[src/rtl/ripple_adder_if.sv]
// Operand/result bundle for ripple_adder_reg.
// The master drives the operands and in_valid. The slave returns the
// combinational result and the registered result with its flags.
interface ripple_adder_if #(
  parameter int unsigned WIDTH = 4
) ();

  // Operands
  logic [WIDTH-1:0] a;
  logic [WIDTH-1:0] b;
  logic             cin;
  logic             in_valid;

  // Combinational result
  logic [WIDTH-1:0] sum_comb;
  logic             cout_comb;

  // Registered result
  logic [WIDTH-1:0] sum;
  logic             cout;
  logic             overflow;
  logic             zero;
  logic             out_valid;

  modport master (
    output a, b, cin, in_valid,
    input  sum_comb, cout_comb, sum, cout, overflow, zero, out_valid
  );

  modport slave (
    input  a, b, cin, in_valid,
    output sum_comb, cout_comb, sum, cout, overflow, zero, out_valid
  );

endinterface

[src/rtl/ripple_adder_reg.sv]
// Registered ripple-carry adder built from a chain of 1-bit full-adder cells.
// The combinational sum and carry-out follow the operands, even during reset.
// The registered sum, carry, overflow and zero flags update one cycle after
// each valid operand set. They hold their values while in_valid is low.
module ripple_adder_reg #(
  parameter int unsigned WIDTH = 4
) (
  input logic             clk,
  input logic             rst_n,
  ripple_adder_if.slave   bus
);

  // Carry chain: carry[i] enters cell i, and carry[WIDTH] is the carry-out.
  logic [WIDTH:0]   carry;
  logic [WIDTH-1:0] sum_s;
  logic             ovf_s;
  logic             zero_s;

  // Registered state
  logic [WIDTH-1:0] sum_q, sum_d;
  logic             cout_q, cout_d;
  logic             ovf_q, ovf_d;
  logic             zero_q, zero_d;
  logic             valid_q, valid_d;

  // Full-adder chain from LSB to MSB. A sequential loop keeps the chain
  // free of a self-referencing continuous assignment.
  always_comb begin
    carry    = '0;
    sum_s    = '0;
    carry[0] = bus.cin;
    for (int unsigned i = 0; i < WIDTH; i++) begin
      sum_s[i]   = bus.a[i] ^ bus.b[i] ^ carry[i];
      carry[i+1] = (bus.a[i] & bus.b[i]) |
                   (bus.a[i] & carry[i]) |
                   (bus.b[i] & carry[i]);
    end
  end

  // Signed overflow: the carry into the MSB differs from the carry out of it.
  // When WIDTH is 1, carry[WIDTH-1] is cin.
  assign ovf_s  = carry[WIDTH] ^ carry[WIDTH-1];
  assign zero_s = (sum_s == '0);

  // Next state: capture when in_valid is high, otherwise hold. out_valid
  // follows in_valid.
  always_comb begin
    sum_d   = sum_q;
    cout_d  = cout_q;
    ovf_d   = ovf_q;
    zero_d  = zero_q;
    valid_d = bus.in_valid;
    if (bus.in_valid) begin
      sum_d  = sum_s;
      cout_d = carry[WIDTH];
      ovf_d  = ovf_s;
      zero_d = zero_s;
    end
  end

  // Result registers with synchronous active-low reset. Reset overrides in_valid.
  always_ff @(posedge clk) begin
    if (!rst_n) begin
      sum_q   <= '0;
      cout_q  <= 1'b0;
      ovf_q   <= 1'b0;
      zero_q  <= 1'b0;
      valid_q <= 1'b0;
    end else begin
      sum_q   <= sum_d;
      cout_q  <= cout_d;
      ovf_q   <= ovf_d;
      zero_q  <= zero_d;
      valid_q <= valid_d;
    end
  end

  assign bus.sum_comb  = sum_s;
  assign bus.cout_comb = carry[WIDTH];
  assign bus.sum       = sum_q;
  assign bus.cout      = cout_q;
  assign bus.overflow  = ovf_q;
  assign bus.zero      = zero_q;
  assign bus.out_valid = valid_q;

endmodule

[src/flat_wrapper.sv]
// flat-port wrapper written by rule: the top's interface ports become plain ports
module ripple_adder_reg_flat 
#(
  parameter int unsigned WIDTH = 4
)
  (clk, rst_n, bus_a, bus_b, bus_cin, bus_in_valid, bus_sum_comb, bus_cout_comb, bus_sum, bus_cout, bus_overflow, bus_zero, bus_out_valid);
  ripple_adder_if #(.WIDTH(WIDTH)) bus_i ();
  input logic clk;
  input logic rst_n;
  input wire logic [$bits(bus_i.a)-1:0] bus_a;
  input wire logic [$bits(bus_i.b)-1:0] bus_b;
  input wire logic [$bits(bus_i.cin)-1:0] bus_cin;
  input wire logic [$bits(bus_i.in_valid)-1:0] bus_in_valid;
  output wire logic [$bits(bus_i.sum_comb)-1:0] bus_sum_comb;
  output wire logic [$bits(bus_i.cout_comb)-1:0] bus_cout_comb;
  output wire logic [$bits(bus_i.sum)-1:0] bus_sum;
  output wire logic [$bits(bus_i.cout)-1:0] bus_cout;
  output wire logic [$bits(bus_i.overflow)-1:0] bus_overflow;
  output wire logic [$bits(bus_i.zero)-1:0] bus_zero;
  output wire logic [$bits(bus_i.out_valid)-1:0] bus_out_valid;
  assign bus_i.a = bus_a;
  assign bus_i.b = bus_b;
  assign bus_i.cin = bus_cin;
  assign bus_i.in_valid = bus_in_valid;
  assign bus_sum_comb = bus_i.sum_comb;
  assign bus_cout_comb = bus_i.cout_comb;
  assign bus_sum = bus_i.sum;
  assign bus_cout = bus_i.cout;
  assign bus_overflow = bus_i.overflow;
  assign bus_zero = bus_i.zero;
  assign bus_out_valid = bus_i.out_valid;
  ripple_adder_reg #(.WIDTH(WIDTH)) u_core (.clk(clk), .rst_n(rst_n), .bus(bus_i));
endmodule
[config.mk]
export PLATFORM = sky130hd
export DESIGN_NAME = ripple_adder_reg_flat
export DESIGN_NICKNAME = d
export VERILOG_FILES = /design/src/rtl/ripple_adder_if.sv /design/src/rtl/ripple_adder_reg.sv /design/src/flat_wrapper.sv
export SDC_FILE = /design/constraint.sdc
export NUM_CORES = 1
export LEC_CHECK = 0
export CORE_MARGIN = 5
export CORE_UTILIZATION = 30
export DETAILED_ROUTE_END_ITERATION = 16
export PLACE_DENSITY_LB_ADDON = 0.25
export SKIP_CTS_REPAIR_TIMING = 1
export SLEW_MARGIN = 0
export SYNTH_ARGS = -nofsm -noshare
export SYNTH_HDL_FRONTEND = slang
export SYNTH_SLANG_ARGS = --single-unit
[constraint.sdc]
create_clock -name clk -period 9.7 [get_ports clk]
set_clock_uncertainty 0.15 [all_clocks]
set_input_delay 1.94 -clock clk [delete_from_list [all_inputs] [get_ports clk]]
set_output_delay 1.94 -clock clk [all_outputs]
set_load 0.01 [all_outputs]
==> impl_metrics.sql <==
INSERT INTO impl_metrics (metric_group, metric, value, unit) VALUES
('layout', 'regArea', '160', 'um^2'),
('synth', 'mappedNetlistNets', '52', ''),
('layout', 'area.growth.synth_to_final', '70.6', '%'),
('floorplanning', 'top_level_ports', '25', ''),
('pwr', 'power_leakage', '0.000296', 'uW'),
('routing', 'vias', '329', ''),
('worst_setup_path', 'dominant_delay_contributor_by_cell_family_on_the_critical_path', 'adder cells', ''),
('synth', 'yosys_warnings', '0', ''),
('worst_setup_path', 'crit_path_start_kind', 'input pin', ''),
('sta', 'fmax', '0.146', 'GHz'),
('synth', 'synth.largest_area_cell', 'dfxtp_1', ''),
('pwr', 'netSwitchingFraction', '0.267', ''),
('sta', 'postLayoutSetupSlackWorst', '2860', 'ps'),
('clocking', 'htreeDepth', '1', ''),
('sta', 'hold_viol_final', '0', ''),
('min_path', 'hold_path_class', 'register to register', ''),
('synth', 'post_synth_main_area_contributors', 'dfxtp_1, fa_1, mux2i_1, inv_1, o211a_1', ''),
('sta', 'totalNegativeSetupSlack', '0', 'ps'),
('pwr', 'clock_power_share', '0.267', ''),
('layout', 'drive_above_1_share', '0.0484', ''),
('floorplanning', 'total_die_area', '2130', 'um^2'),
('worst_setup_path', 'crit_arrival', '4750', 'ps'),
('floorplanning', 'core_area', '1270', 'um^2'),
('worst_setup_path', 'worst-endpoint-required', '7610', 'ps'),
('sta', 'max_slew_margin', '0.733', ''),
('synth', 'yosys.cell_types.count', '13', ''),
('clocking', 'cts.sinks', '8', ''),
('placed_design', 'place_congestion', '0.606', ''),
('routing', 'routed_wire_length_per_instance', '11.1', 'um'),
('placed_design', 'detailedPlace.worstSlack', '2850', 'ps'),
('worst_setup_path', 'cp_bufs_invs', '4', ''),
('pwr', 'cell_internal_pwr', '69.9', 'uW'),
('layout', 'nets', '80', ''),
('worst_setup_path', 'cells_along_the_critical_path', 'clkdlybuf4s50_1 > fa_1 > fa_1 > fa_1 > inv_1 > fa_1 > inv_1 > clkdlybuf4s50_1', ''),
('sta', 'timing.final.max_slew_violations', '0', ''),
('routing', 'antenna_left', '0', ''),
('clocking', 'clk-insertion-delay-late', '250', 'ps'),
('global_route', 'grt_overflow_total', '0', ''),
('synth', 'post_synthesis_mean_instance_area', '10.9', 'um^2'),
('floorplanning', 'initial_utilization', '0.309', ''),
('clocking', 'clockRootBuffer', 'clkbuf_4', ''),
('synth', 'post-synth-top-area-fraction', '0.409', ''),
('sta', 'final.min_clock_period', '6840', 'ps'),
('pwr', 'switching_power', '25.5', 'uW'),
('global_route', 'antenna_violations_before_repair', '0', ''),
('run_status', 'outcome', 'complete, no violations', ''),
('pwr', 'combinationalPowerShare', '0.345', ''),
('global_route', 'via_count_of_the_first_global_routing_pass', '303', ''),
('routing', 'drc', '0', ''),
('pwr', 'power.ir.vdd_worst', '66.1', 'uV'),
('floorplanning', 'die_height', '46.1', 'um'),
('layout', 'fill_cell_instance_count_of_the_final_layout', '122', ''),
('clocking', 'clkSlewWorstSetupHoldPaths', '50', 'ps'),
('layout', 'multiInputGateArea', '204', 'um^2'),
('routing', 'detail_route.vias_per_cell', '4.27', ''),
('sta', 'tightest_slew', '399', 'ps'),
('pwr', 'pwr-share-seq', '0.388', ''),
('global_route', 'wire_length_of_the_first_global_routing_pass', '1290', 'um'),
('synth', 'synth-seq-area-share', '0.409', ''),
('worst_setup_path', 'crit_type', 'input pin to output port', ''),
('layout', 'antenna_cells_inserted', '0', ''),
('worst_setup_path', 'critical_path_s_slowest_cell', 'clkdlybuf4s50_1', ''),
('synth', 'post_synth_inst_count', '36', ''),
('worst_setup_path', 'path_max_fanout', '3', ''),
('run', 'max-cap-violations', '0', ''),
('floorplanning', 'rows', '13', ''),
('worst_setup_path', 'cpMostUsedCell', 'fa_1', ''),
('layout', 'final_common_cell', 'clkdlybuf4s50_1', ''),
('clocking', 'max-clock-path-buffers', '2', ''),
('layout', 'layout.cells.most_common_list', 'clkdlybuf4s50_1, dfxtp_1, inv_1, fa_1', ''),
('pwr', 'pwr_density_cell', '143', 'nW/um^2');
[stage by stage]
step                power [uW]  cells  hold WS (ps)   util  instance area (um^2)
floorplan                 52.0     36           343      -                   392
global placement          70.9     74           313  0.509                   646
detailed placement        71.1     74           316  0.509                   646
CTS                       97.5     77           328  0.527                   668
global route               102     77           346  0.527                   668
finish                    95.4     77           326  0.527                   668
[registers in the layout, indices dropped and copies added, names as in the netlist]
name and count:
u_core.bus.sum 4, u_core.bus.cout 1, u_core.bus.out_valid 1, u_core.bus.overflow 1
u_core.bus.zero 1
[cell usage after synthesis]
master    count
o211a_1       2
inv_1         6
nand3b_1      2
mux2i_1       3
buf_2         1
xor2_1        1
fa_1          4
dfxtp_1       8
nand2_1       3
o21ai_0       1
o21ai_1       1
nor2b_1       3
or4b_1        1
[path summary, 6_finish.rpt]
| kind | startpoint | to | slack [ps] | cells past startpoint |
|---|---|---|---|---|
| setup reg to reg | u_core.bus.sum[3]$_SDFFE_PN0P_ | u_core.bus.sum[3]$_SDFFE_PN0P_ | 8940 | 1 |
| hold / removal | u_core.bus.zero$_SDFFE_PN0P_ | u_core.bus.zero$_SDFFE_PN0P_ | 330 | 2 |
| setup / recovery | bus_cin | bus_sum_comb[3] | 2860 | 8 |
| hold reg to reg | u_core.bus.zero$_SDFFE_PN0P_ | u_core.bus.zero$_SDFFE_PN0P_ | 330 | 2 |
[layout make-up]
cell class / instances / share of cell area
timing repair buffer: 24 / 0.360
multi-input combinational: 21 / 0.305
sequential: 8 / 0.240
clock buffer: 3 / 0.0337
inverter: 6 / 0.0337
tap: 15 / 0.0281
[cells by family (layout without fill, tap and decap cells)]
kind of cell	count (synthesis)	count (layout)	share of synthesized area
compound gates	4	4	0.0767
flops	8	8	0.409
fa+ha+maj	4	4	0.204
xor+xnor	1	1	0.0224
buf+inv	7	33	0.0703
mux	3	3	0.0767
simple gates	9	9	0.141
[layer usage]
layer  vias to the layer above  track usage  wire length [um]
li1                        171            -                 -
met1                       142       0.0976               356
met2                        16        0.143               401
met3                         0       0.0586                97
met4                         0       0.0170                 0
met5                         -            0                 0
[power groups by stage]
stage          Combinational [uW]  Sequential, uW  Clock [uW]
2_1_floorplan                12.9            39.1           0
3_3_place_gp                 33.2            37.7           0
3_5_place_dp                 33.4            37.7           0
4_1_cts                      33.6            37.0        26.9
5_1_grt                      36.0            37.3        28.8
6_report                     32.9            37.0        25.5
Note: power is estimated with default switching activity, not from simulation.
